### src/rtl/hazard_detection_unit_if.sv
// Signal bundle between the ID-stage pipeline control and the hazard detection unit.
// The master side is the pipeline; the slave side is the hazard unit.
interface hazard_detection_unit_if #(
    parameter int COUNT_WIDTH = 16
);
    logic                   i_enable;
    logic [4:0]             i_id_rs;
    logic [4:0]             i_id_rt;
    logic [4:0]             i_ex_rt;
    logic                   i_ex_MemRead;
    logic                   i_branch_taken;
    logic                   o_control_mux;
    logic                   o_pc_write;
    logic                   o_if_id_write;
    logic                   o_if_id_flush;
    logic                   o_id_ex_flush;
    logic                   o_ex_mem_flush;
    logic [COUNT_WIDTH-1:0] o_stall_count;
    logic [COUNT_WIDTH-1:0] o_flush_count;

    modport master (
        output i_enable, i_id_rs, i_id_rt, i_ex_rt, i_ex_MemRead, i_branch_taken,
        input  o_control_mux, o_pc_write, o_if_id_write,
               o_if_id_flush, o_id_ex_flush, o_ex_mem_flush,
               o_stall_count, o_flush_count
    );

    modport slave (
        input  i_enable, i_id_rs, i_id_rt, i_ex_rt, i_ex_MemRead, i_branch_taken,
        output o_control_mux, o_pc_write, o_if_id_write,
               o_if_id_flush, o_id_ex_flush, o_ex_mem_flush,
               o_stall_count, o_flush_count
    );
endinterface

### src/rtl/hazard_detection_unit.sv
// ID-stage hazard controller: load-use bubbles, taken-branch front-end flush,
// and saturating stall/flush event counters for the debug unit.
//
// state      | meaning
// RUN        | normal issue; a load-use hazard here starts a stall window
// LOAD_STALL | remaining bubbles of a multi-cycle load-use stall (counted by remain)
module hazard_detection_unit #(
    parameter int STALL_CYCLES = 1,
    parameter int COUNT_WIDTH  = 16
) (
    input logic                     i_clock,
    input logic                     i_reset,
    hazard_detection_unit_if.slave  bus
);
    localparam int REMAIN_W = $clog2(STALL_CYCLES) + 1;

    typedef enum logic {
        RUN        = 1'b0,
        LOAD_STALL = 1'b1
    } state_t;

    state_t                 state, state_next;
    logic [REMAIN_W-1:0]    remain, remain_next;
    logic [COUNT_WIDTH-1:0] stall_count, flush_count;
    logic                   hazard;
    logic                   stall_inc, flush_inc;
    logic                   control_mux, pc_write, if_id_write;
    logic                   if_id_flush, id_ex_flush, ex_mem_flush;

    assign hazard = bus.i_ex_MemRead && (bus.i_ex_rt != 5'd0) &&
                    ((bus.i_ex_rt == bus.i_id_rs) || (bus.i_ex_rt == bus.i_id_rt));

    always_ff @(posedge i_clock or posedge i_reset) begin
        if (i_reset) begin
            state  <= RUN;
            remain <= '0;
        end else begin
            state  <= state_next;
            remain <= remain_next;
        end
    end

    always_comb begin
        state_next   = state;
        remain_next  = remain;
        stall_inc    = 1'b0;
        flush_inc    = 1'b0;
        control_mux  = 1'b1;
        pc_write     = 1'b1;
        if_id_write  = 1'b1;
        if_id_flush  = 1'b0;
        id_ex_flush  = 1'b0;
        ex_mem_flush = 1'b0;
        if (i_reset) begin
            control_mux = 1'b0;
            pc_write    = 1'b0;
            if_id_write = 1'b0;
        end else if (!bus.i_enable) begin
            // Frozen pipeline: hold everything, still let decoded control through.
            pc_write    = 1'b0;
            if_id_write = 1'b0;
        end else if (bus.i_branch_taken) begin
            control_mux  = 1'b0;
            if_id_flush  = 1'b1;
            id_ex_flush  = 1'b1;
            ex_mem_flush = 1'b1;
            flush_inc    = 1'b1;
            state_next   = RUN;
        end else if (state == LOAD_STALL || hazard) begin
            control_mux = 1'b0;
            pc_write    = 1'b0;
            if_id_write = 1'b0;
            stall_inc   = 1'b1;
            if (state == LOAD_STALL) begin
                if (remain == REMAIN_W'(1)) begin
                    state_next = RUN;
                end else begin
                    remain_next = remain - REMAIN_W'(1);
                end
            end else if (STALL_CYCLES > 1) begin
                remain_next = REMAIN_W'(STALL_CYCLES - 1);
                state_next  = LOAD_STALL;
            end
        end
    end

    always_ff @(posedge i_clock or posedge i_reset) begin
        if (i_reset) begin
            stall_count <= '0;
            flush_count <= '0;
        end else begin
            if (stall_inc && !(&stall_count)) begin
                stall_count <= stall_count + COUNT_WIDTH'(1);
            end
            if (flush_inc && !(&flush_count)) begin
                flush_count <= flush_count + COUNT_WIDTH'(1);
            end
        end
    end

    assign bus.o_control_mux  = control_mux;
    assign bus.o_pc_write     = pc_write;
    assign bus.o_if_id_write  = if_id_write;
    assign bus.o_if_id_flush  = if_id_flush;
    assign bus.o_id_ex_flush  = id_ex_flush;
    assign bus.o_ex_mem_flush = ex_mem_flush;
    assign bus.o_stall_count  = stall_count;
    assign bus.o_flush_count  = flush_count;
endmodule

### src/flat_wrapper.sv
// flat-port wrapper written by rule: the top's interface ports become plain ports
module hazard_detection_unit_flat 
#(
    parameter int STALL_CYCLES = 1,
    parameter int COUNT_WIDTH  = 16
)
  (i_clock, i_reset, bus_i_enable, bus_i_id_rs, bus_i_id_rt, bus_i_ex_rt, bus_i_ex_MemRead, bus_i_branch_taken, bus_o_control_mux, bus_o_pc_write, bus_o_if_id_write, bus_o_if_id_flush, bus_o_id_ex_flush, bus_o_ex_mem_flush, bus_o_stall_count, bus_o_flush_count);
  hazard_detection_unit_if #(.COUNT_WIDTH(COUNT_WIDTH)) bus_i ();
  input logic i_clock;
  input logic i_reset;
  input wire logic [$bits(bus_i.i_enable)-1:0] bus_i_enable;
  input wire logic [$bits(bus_i.i_id_rs)-1:0] bus_i_id_rs;
  input wire logic [$bits(bus_i.i_id_rt)-1:0] bus_i_id_rt;
  input wire logic [$bits(bus_i.i_ex_rt)-1:0] bus_i_ex_rt;
  input wire logic [$bits(bus_i.i_ex_MemRead)-1:0] bus_i_ex_MemRead;
  input wire logic [$bits(bus_i.i_branch_taken)-1:0] bus_i_branch_taken;
  output wire logic [$bits(bus_i.o_control_mux)-1:0] bus_o_control_mux;
  output wire logic [$bits(bus_i.o_pc_write)-1:0] bus_o_pc_write;
  output wire logic [$bits(bus_i.o_if_id_write)-1:0] bus_o_if_id_write;
  output wire logic [$bits(bus_i.o_if_id_flush)-1:0] bus_o_if_id_flush;
  output wire logic [$bits(bus_i.o_id_ex_flush)-1:0] bus_o_id_ex_flush;
  output wire logic [$bits(bus_i.o_ex_mem_flush)-1:0] bus_o_ex_mem_flush;
  output wire logic [$bits(bus_i.o_stall_count)-1:0] bus_o_stall_count;
  output wire logic [$bits(bus_i.o_flush_count)-1:0] bus_o_flush_count;
  assign bus_i.i_enable = bus_i_enable;
  assign bus_i.i_id_rs = bus_i_id_rs;
  assign bus_i.i_id_rt = bus_i_id_rt;
  assign bus_i.i_ex_rt = bus_i_ex_rt;
  assign bus_i.i_ex_MemRead = bus_i_ex_MemRead;
  assign bus_i.i_branch_taken = bus_i_branch_taken;
  assign bus_o_control_mux = bus_i.o_control_mux;
  assign bus_o_pc_write = bus_i.o_pc_write;
  assign bus_o_if_id_write = bus_i.o_if_id_write;
  assign bus_o_if_id_flush = bus_i.o_if_id_flush;
  assign bus_o_id_ex_flush = bus_i.o_id_ex_flush;
  assign bus_o_ex_mem_flush = bus_i.o_ex_mem_flush;
  assign bus_o_stall_count = bus_i.o_stall_count;
  assign bus_o_flush_count = bus_i.o_flush_count;
  hazard_detection_unit #(.STALL_CYCLES(STALL_CYCLES), .COUNT_WIDTH(COUNT_WIDTH)) u_core (.i_clock(i_clock), .i_reset(i_reset), .bus(bus_i));
endmodule
### config.mk
export PLATFORM = sky130hd
export DESIGN_NAME = hazard_detection_unit_flat
export DESIGN_NICKNAME = d
export VERILOG_FILES = /design/src/rtl/hazard_detection_unit_if.sv /design/src/rtl/hazard_detection_unit.sv /design/src/flat_wrapper.sv
export SDC_FILE = /design/constraint.sdc
export NUM_CORES = 1
export LEC_CHECK = 0
export ABC_AREA = 1
export ABC_CLOCK_PERIOD_IN_PS = 2660
export BUFFER_PORTS_ARGS = -buffer_cell sky130_fd_sc_hd__buf_2
export CORE_MARGIN = 2
export CORE_UTILIZATION = 53
export DETAILED_ROUTE_END_ITERATION = 10
export GPL_ROUTABILITY_DRIVEN = 0
export GPL_TIMING_DRIVEN = 0
export PLACE_DENSITY = 0.8
export SYNTH_ARGS = -nofsm -noshare
export SYNTH_HDL_FRONTEND = slang
export SYNTH_SLANG_ARGS = --single-unit
### constraint.sdc
create_clock -name i_clock -period 2.66 [get_ports i_clock]
set_input_delay 0.532 -clock i_clock [delete_from_list [all_inputs] [get_ports i_clock]]
set_output_delay 0.532 -clock i_clock [all_outputs]
set_load 0.02 [all_outputs]
==> impl_metrics.py, run 1 <==
metrics = {
    "synth": {
        "netlist_instances": 282,
        "synth_top_area_cell": "dfrtp_1",
        "synthTopCellsByArea": "dfrtp_1 39%, nand2_1 16%, xor2_1 7.3%",
        "synth-async-reset-ratio_pct": 100,
        "avgSynthCellArea_um2": 7.64,
        "synthAdderAreaFrac_pct": 1.16,
        "synth_fp_nets": 304,
        "synth_commonest_cells": "90 x nand2_1, 34 x dfrtp_1, 28 x inv_1",
        "synth_top_family_by_area": "simple AND/OR/NAND/NOR gates",
        "synth-simple-area-share_pct": 36.5,
        "ys_types": 27,
        "yosysWarnings": 0,
        "ys_ff_latch": 34,
        "synth-xor-area-share_pct": 12.6,
        "synth-main-ff-cell": "dfrtp_1",
        "ys_seq_area_share_pct": 39.5,
        "muxShareOfSynthArea_pct": 0,
        "synth_most_common_cell": "nand2_1",
        "synth_compound_area_share_pct": 1.68,
        "synth_edf_count": 0,
        "synth_top_area_share_pct": 39.5,
        "syn_area_um2": 2150,
    },
    "pwr": {
        "switching_power_mw": 0.407,
        "p_clk_share_pct": 36.3,
        "p_seq_share_pct": 45.3,
        "p_int_mw": 0.953,
        "p_leak_nw": 1.52,
        "power_density_nw_per_um2": 515,
        "switching_share_pct": 29.9,
        "ir_drop_v": 0.000450,
        "p_comb_share_pct": 18.4,
        "total_power_mw": 1.36,
    },
    "sta": {
        "hold_viol": 0,
        "whs_ns": 0.259,
        "min_period_ns": 2.44,
        "relSlewSlack_pct": 49.3,
        "worstMarginPinSlew_ns": 0.757,
        "rsz0062_at_grt": "false",
        "slew_viol_final": 0,
        "timing.final.crit_share_pct": 91.7,
        "setup_violations": 0,
        "finClkSkew_ns": 0.00355,
        "clock.fmax_ghz": 0.410,
        "fin_ws_ns": 0.221,
    },
    "min_path": {
        "min_path_type": "primary input to asynchronous set/reset pin",
    },
    "layout": {
        "final_cells": 399,
        "n_fill_cell": 319,
        "drive_gt1_share_pct": 26.1,
        "nets": 371,
        "antenna_cells": 0,
        "utilization_pct": 66.9,
        "syn2layout_area_growth_pct": 22.5,
    },
    "placed_design": {
        "dp_cells": 389,
        "dp_slack_ns": -0.0767,
        "hpwl_um": 3550,
        "io_buffers": 57,
    },
    "floorplanning": {
        "io_pins": 58,
        "rows": 23,
        "die_area_um2": 4590,
        "dieHeight_um": 67.8,
        "coreArea_um2": 3940,
        "die_w_um": 67.8,
        "start_util_pct": 54.6,
    },
    "global_routing": {
        "grt_pass1_vias": 1785,
        "grt_use_total_pct": 23.4,
        "grt_max_degree": 19,
        "grt_overflow": 0,
        "grt_first_pass_wirelength_um": 7890,
        "antenna_found_initial": 0,
    },
    "cts": {
        "insertion_delay_ns": 0.29,
        "clk_pin_slew_ns": 0.07,
        "tritoncts": "done",
        "cts_sinks": 34,
        "cts.path.max_buffers": 2,
        "cts_buffers": 5,
        "htreeDepth": 2,
        "ctsRootBufferMaster": "clkbuf_8",
    },
    "worst_setup_path": {
        "crit_arrival_ns": 1.91,
        "crit_fanout": 10,
        "crit_family": "buffers and inverters",
        "worstPathRequired_ns": 2.13,
        "cp-start-kind": "primary input",
        "cpPeakStageDelay_ns": 0.22,
        "path_common_cell": "nor2_1",
        "setup.worst_path.end_class": "output pin",
        "worst-path-stages": 12,
        "path_cells": "buf_2 -> nor2_1 -> nor2_1 -> nor2_1 -> nand3_1 -> nand2_1 -> nand2_2 -> a21oi_4 -> buf_4 -> nor2_1 -> buf_4 -> buf_2",
        "reg2reg_depth": 9,
        "cp_slowest_cell": "a21oi_4",
        "crit_buf_inv": 4,
        "crit_type": "primary input to output pin",
    },
    "drt": {
        "dr.pass1.iters": 4,
        "wl_per_cell_um": 12.1,
        "drc": 0,
        "antenna_left": 0,
        "routed_wl_um": 4810,
        "vias": 2006,
        "drtIter0Drc": 80,
        "vias_per_cell": 5.03,
    },
    "run_status": {
        "status": "finished clean",
    },
    "flow_run": {
        "drv_cap": 0,
    },
}
cell families (layout without fill, tap and decap cells):
logic type	count (synthesis)	in the layout
fa+ha+maj	2	2
buf+inv	43	110
simple gates	167	167
compound gates	5	5
xor+xnor	31	31
flops	34	34
cell usage in the layout, fill, tap and decap left out:
master      count
nand2_1        90
buf_2          58
dfrtp_1        34
inv_1          27
nor2_1         21
nand4_1        20
xor2_1         18
nand3_1        16
xnor2_1        13
nor3_1          8
inv_2           6
buf_4           6
clkbuf_8        6
nor2_2          3
a21oi_1         3
nand2_2         2
clkinv_1        2
nand4_4         2
ha_1            2
nand3b_1        1
clkinvlp_4      1
o21ai_0         1
a21oi_4         1
nand3_2         1
nor3_4          1
nor3_2          1
buf_6           1
clkbuf_1        1
nor4_1          1
bufinv_16       1
clkinvlp_2      1
what timing repair did:
item | in CTS | in global routing
cloned | 1 | 0
setup endpoints to repair | 1 | 1
hold buffers | 0 | 0
buffers inserted | 0 | 2
resized for setup | 0 | 0
pin swaps | 0 | 1
flip-flops by register name (all words and copies together), names as in the netlist:
| name | count |
|---|---|
| u_core.state | 1 |
| u_core.bus.o_flush_count | 16 |
| u_core.remain | 1 |
| u_core.bus.o_stall_count | 16 |
final timing paths:
path | startpoint | to | slack (ns)
min in group i_clock | u_core.remain | u_core.remain | 0.46
worst max-delay path | bus_i_ex_rt[0] | bus_o_pc_write | 0.22
worst min-delay path | i_reset | u_core.state | 0.26
worst max register to register | u_core.bus.o_flush_count[0] | u_core.bus.o_flush_count[14] | 0.86
max in group asynchronous | i_reset | u_core.bus.o_flush_count[0] | 1.91
worst min register to register | u_core.remain | u_core.remain | 0.46
power groups by stage:
| stage | Combinational, mW | Clock [mW] | Sequential [mW] |
|---|---|---|---|
| final | 0.250 | 0.494 | 0.615 |
| after CTS | 0.252 | 0.501 | 0.616 |
| after global placement | 0.246 | 0 | 0.622 |
| after global routing | 0.284 | 0.523 | 0.623 |
| after detailed placement | 0.250 | 0 | 0.625 |
| after floorplan | 0.113 | 0 | 0.667 |
metal layers:
layer,vias up,part of all wire [%],track usage (%)
li1,1027,-,-
met1,912,46,31.5
met2,62,46,35.4
met3,5,6.9,6.83
met4,0,1.4,9.44
met5,-,0,0
cell type report:
type	count	area [µm²]	area share, %
Buffer	7	50.0	1.90
Clock buffer	6	82.6	3.13
Clock inverter	1	30.0	1.14
Inverter	36	139	5.26
Multi-Input combinational cell	205	1120	42.4
Sequential cell	34	851	32.2
Tap cell	50	62.6	2.37
Timing Repair Buffer	59	300	11.4
Timing Repair inverter	1	5.00	0.190
worst register-to-register path: cells and delay by family (launching register included):
family / cells / cell delay (ns)
adder cells (fa/ha/maj): 1 / 0.23
flip-flops: 1 / 0.43
XOR/XNOR: 1 / 0.15
AND/OR/NAND/NOR: 7 / 0.91
per-stage QoR:
stage               cell area, µm²  setup TNS, ns
finish                        2640              0
global route                  2640              0
CTS                           2620              0
detailed placement            2510         -0.636
global placement              2510         -0.304
floorplan                     2160              0
No activity file was read; power rests on OpenSTA's default activity.
==> inputs of run 2 (changes only) <==
--- a/config.mk
+++ b/config.mk
@@ -5,15 +5,14 @@
 export SDC_FILE = /design/constraint.sdc
 export NUM_CORES = 1
 export LEC_CHECK = 0
-export ABC_AREA = 1
 export ABC_CLOCK_PERIOD_IN_PS = 2660
 export BUFFER_PORTS_ARGS = -buffer_cell sky130_fd_sc_hd__buf_2
 export CORE_MARGIN = 2
-export CORE_UTILIZATION = 53
+export CORE_UTILIZATION = 45
 export DETAILED_ROUTE_END_ITERATION = 10
 export GPL_ROUTABILITY_DRIVEN = 0
 export GPL_TIMING_DRIVEN = 0
-export PLACE_DENSITY = 0.8
+export PLACE_DENSITY = 0.72
 export SYNTH_ARGS = -nofsm -noshare
 export SYNTH_HDL_FRONTEND = slang
 export SYNTH_SLANG_ARGS = --single-unit
==> run 2 against run 1 <==
  * Cell count fell by 28%
  * Worst hold slack better by 0.026 ns
  * Register-to-register slack lost 0.15 ns
  * Area after synthesis shrank 15%
  * Critical endpoint unchanged
  * Largest power group unchanged
==> impl_metrics.py, run 2 <==
metrics = {
    "layout": {
        "drive_gt1_share_pct": 33.2,
        "syn2layout_area_growth_pct": 25.6,
        "multi_input_area_um2": 921,
        "layout_common_cells": "57 x buf_2, 34 x dfrtp_1, 21 x xnor2_1",
        "nets": 259,
        "fin_area_um2": 2290,
        "utilization_pct": 58.1,
        "n_fill_cell": 338,
        "regArea_um2": 851,
        "antenna_cells": 0,
        "final_common_cell": "buf_2",
    },
    "pwr": {
        "switching_share_pct": 30.6,
        "p_seq_share_pct": 48.9,
        "p_leak_nw": 1.20,
        "ir_drop_v": 0.000488,
        "p_comb_share_pct": 19.4,
        "switching_power_mw": 0.383,
        "p_int_mw": 0.869,
        "p_clk_share_pct": 31.7,
        "power_density_nw_per_um2": 546,
    },
    "drt": {
        "vias": 1489,
        "drtIter0Drc": 117,
        "routed_wl_um": 3740,
        "vias_per_cell": 5.17,
        "antenna_left": 0,
        "dr.pass1.iters": 4,
        "drc": 0,
        "wl_per_cell_um": 13.0,
    },
    "flow_run": {
        "drv_cap": 0,
    },
    "worst_setup_path": {
        "crit_arrival_ns": 2.03,
        "r2r_start": "u_core.bus.o_flush_count[0]",
        "cp-start-kind": "primary input",
        "worstPathRequired_ns": 2.13,
        "setup.worst_path.end_class": "output pin",
        "rrSetupSlack_ns": 0.71,
        "reg2reg_depth": 7,
        "rr_endpoint": "u_core.bus.o_flush_count[11]",
        "crit_type": "primary input to output pin",
        "crit_fanout": 3,
    },
    "synth": {
        "synth_fp_nets": 194,
        "avgSynthCellArea_um2": 10.6,
        "synth_commonest_cells": "34 x dfrtp_1, 21 x xnor2_1, 19 x xor2_1",
        "synth-async-reset-ratio_pct": 100,
        "synth_top_area_share_pct": 46.6,
        "ys_types": 37,
        "synth-main-ff-cell": "dfrtp_1",
        "netlist_instances": 172,
        "synthTopCellsByArea": "dfrtp_1 47%, xnor2_1 10%, xor2_1 9.1%",
        "ys_ff_latch": 34,
        "ys_seq_area_share_pct": 46.6,
        "syn_area_um2": 1820,
        "synth_edf_count": 0,
        "synth_most_common_cell": "dfrtp_1",
        "synth_top_area_cell": "dfrtp_1",
        "yosysWarnings": 0,
    },
    "global_routing": {
        "grt_first_pass_wirelength_um": 6310,
        "antenna_found_initial": 0,
        "grt_pass1_vias": 1390,
        "grt_max_degree": 35,
        "grt_use_total_pct": 18.8,
        "grt_overflow": 0,
    },
    "cts": {
        "insertion_delay_ns": 0.29,
        "post-cts-setup-buffers": 0,
        "clk_pin_slew_ns": 0.07,
        "ctsHoldBuffers": 0,
        "tritoncts": "done",
        "cts_sinks": 34,
        "ctsResizeCount": 0,
        "htreeDepth": 2,
        "cts.path.max_buffers": 2,
        "ctsRootBufferMaster": "clkbuf_8",
        "cts_buffers": 5,
    },
    "floorplanning": {
        "io_pins": 58,
        "die_area_um2": 4580,
        "start_util_pct": 46.3,
        "dieHeight_um": 67.7,
        "coreArea_um2": 3940,
        "rows": 23,
        "die_w_um": 67.7,
    },
    "sta": {
        "slew_viol_final": 0,
        "fin_setup_tns_ns": 0,
        "min_period_ns": 2.56,
        "timing.final.crit_share_pct": 96.3,
        "worstMarginPinSlew_ns": 0.721,
        "hold_viol": 0,
        "relSlewSlack_pct": 51.6,
        "fin_ws_ns": 0.0985,
        "rsz0062_at_grt": "false",
        "clock.fmax_ghz": 0.390,
        "finClkSkew_ns": 0.00781,
        "setup_violations": 0,
    },
    "placed_design": {
        "hpwl_um": 2830,
        "dp_slack_ns": 0.0990,
        "place_area_um2": 2170,
        "io_buffers": 57,
    },
    "run_status": {
        "status": "finished clean",
    },
    "min_path": {
        "min_path_type": "primary input to asynchronous set/reset pin",
    },
}
run 2: cell types whose count changed after synthesis, sizes merged, moves of 8 or more:
cell,before,now
inv,34,5
nor2,24,5
nand4,22,7
xnor2,13,21
nand2,92,14
run 2: logic make-up after synthesis:
| family | Yosys count | synth area share (%) |
|---|---|---|
| and+or+nand+nor | 76 | 23.5 |
| xor gates and xnor gates | 40 | 19.2 |
| DFF | 34 | 46.6 |
| AOI/OAI and AO/OA | 9 | 5.14 |
| buffers and inverters | 9 | 2.88 |
| muxes | 2 | 1.23 |
| adders and majority gates | 2 | 1.37 |
run 2: how the worst max path moves through the flow:
stage / start / to / slack (ns) / depth (start not counted)
2_1_floorplan: bus_i_ex_rt[0] / bus_o_control_mux / 0.28 / 5
3_5_place_dp: bus_i_ex_rt[0] / bus_o_pc_write / 0.1 / 7
6_report: bus_i_ex_rt[0] / bus_o_pc_write / 0.1 / 7
4_1_cts: bus_i_ex_rt[0] / bus_o_pc_write / 0.1 / 7
3_3_place_gp: bus_i_ex_rt[0] / bus_o_pc_write / 0.10 / 7
5_1_grt: bus_i_ex_rt[0] / bus_o_pc_write / 0.06 / 7
run 2: final cells by class:
class | count | area share [%]
Timing Repair Buffer | 58 | 13.7
Clock inverter | 1 | 0.218
Sequential cell | 34 | 37.1
Multi-Input combinational cell | 129 | 40.2
Tap cell | 50 | 2.73
Clock buffer | 7 | 3.77
Buffer | 4 | 1.47
Inverter | 5 | 0.819
run 2: worst max-delay path: stages:
cell and delay [ns]:
buf_2 0.12, or4_1 0.52, o21a_1 0.23, a21oi_1 0.21, o21a_1 0.16, buf_4 0.10
buf_2 0.15
run 2: metrics by stage:
stage,hold WS (ns),std cells,power [mW]
after detailed placement,0.477,279,0.860
after global placement,0.460,279,0.851
after floorplan,0.434,172,0.765
final,0.285,288,1.25
after CTS,0.491,287,1.26
after global routing,0.310,288,1.32
run 2: power by group through the flow:
stage,registers (mW),clock network (mW),logic [mW]
3_5_place_dp,0.620,0,0.240
6_report,0.612,0.397,0.243
3_3_place_gp,0.621,0,0.231
2_1_floorplan,0.660,0,0.104
4_1_cts,0.612,0.408,0.241
5_1_grt,0.621,0.431,0.268
run 2: routing by layer:
layer  vias to the layer above  global-route usage [%]  routed length [µm]
met3                        12                    6.83                 203
met4                         0                    8.93                 111
met2                        44                    28.2                1700
met5                         -                       0                   0
met1                       702                    24.0                1720
li1                        731                       -                   -
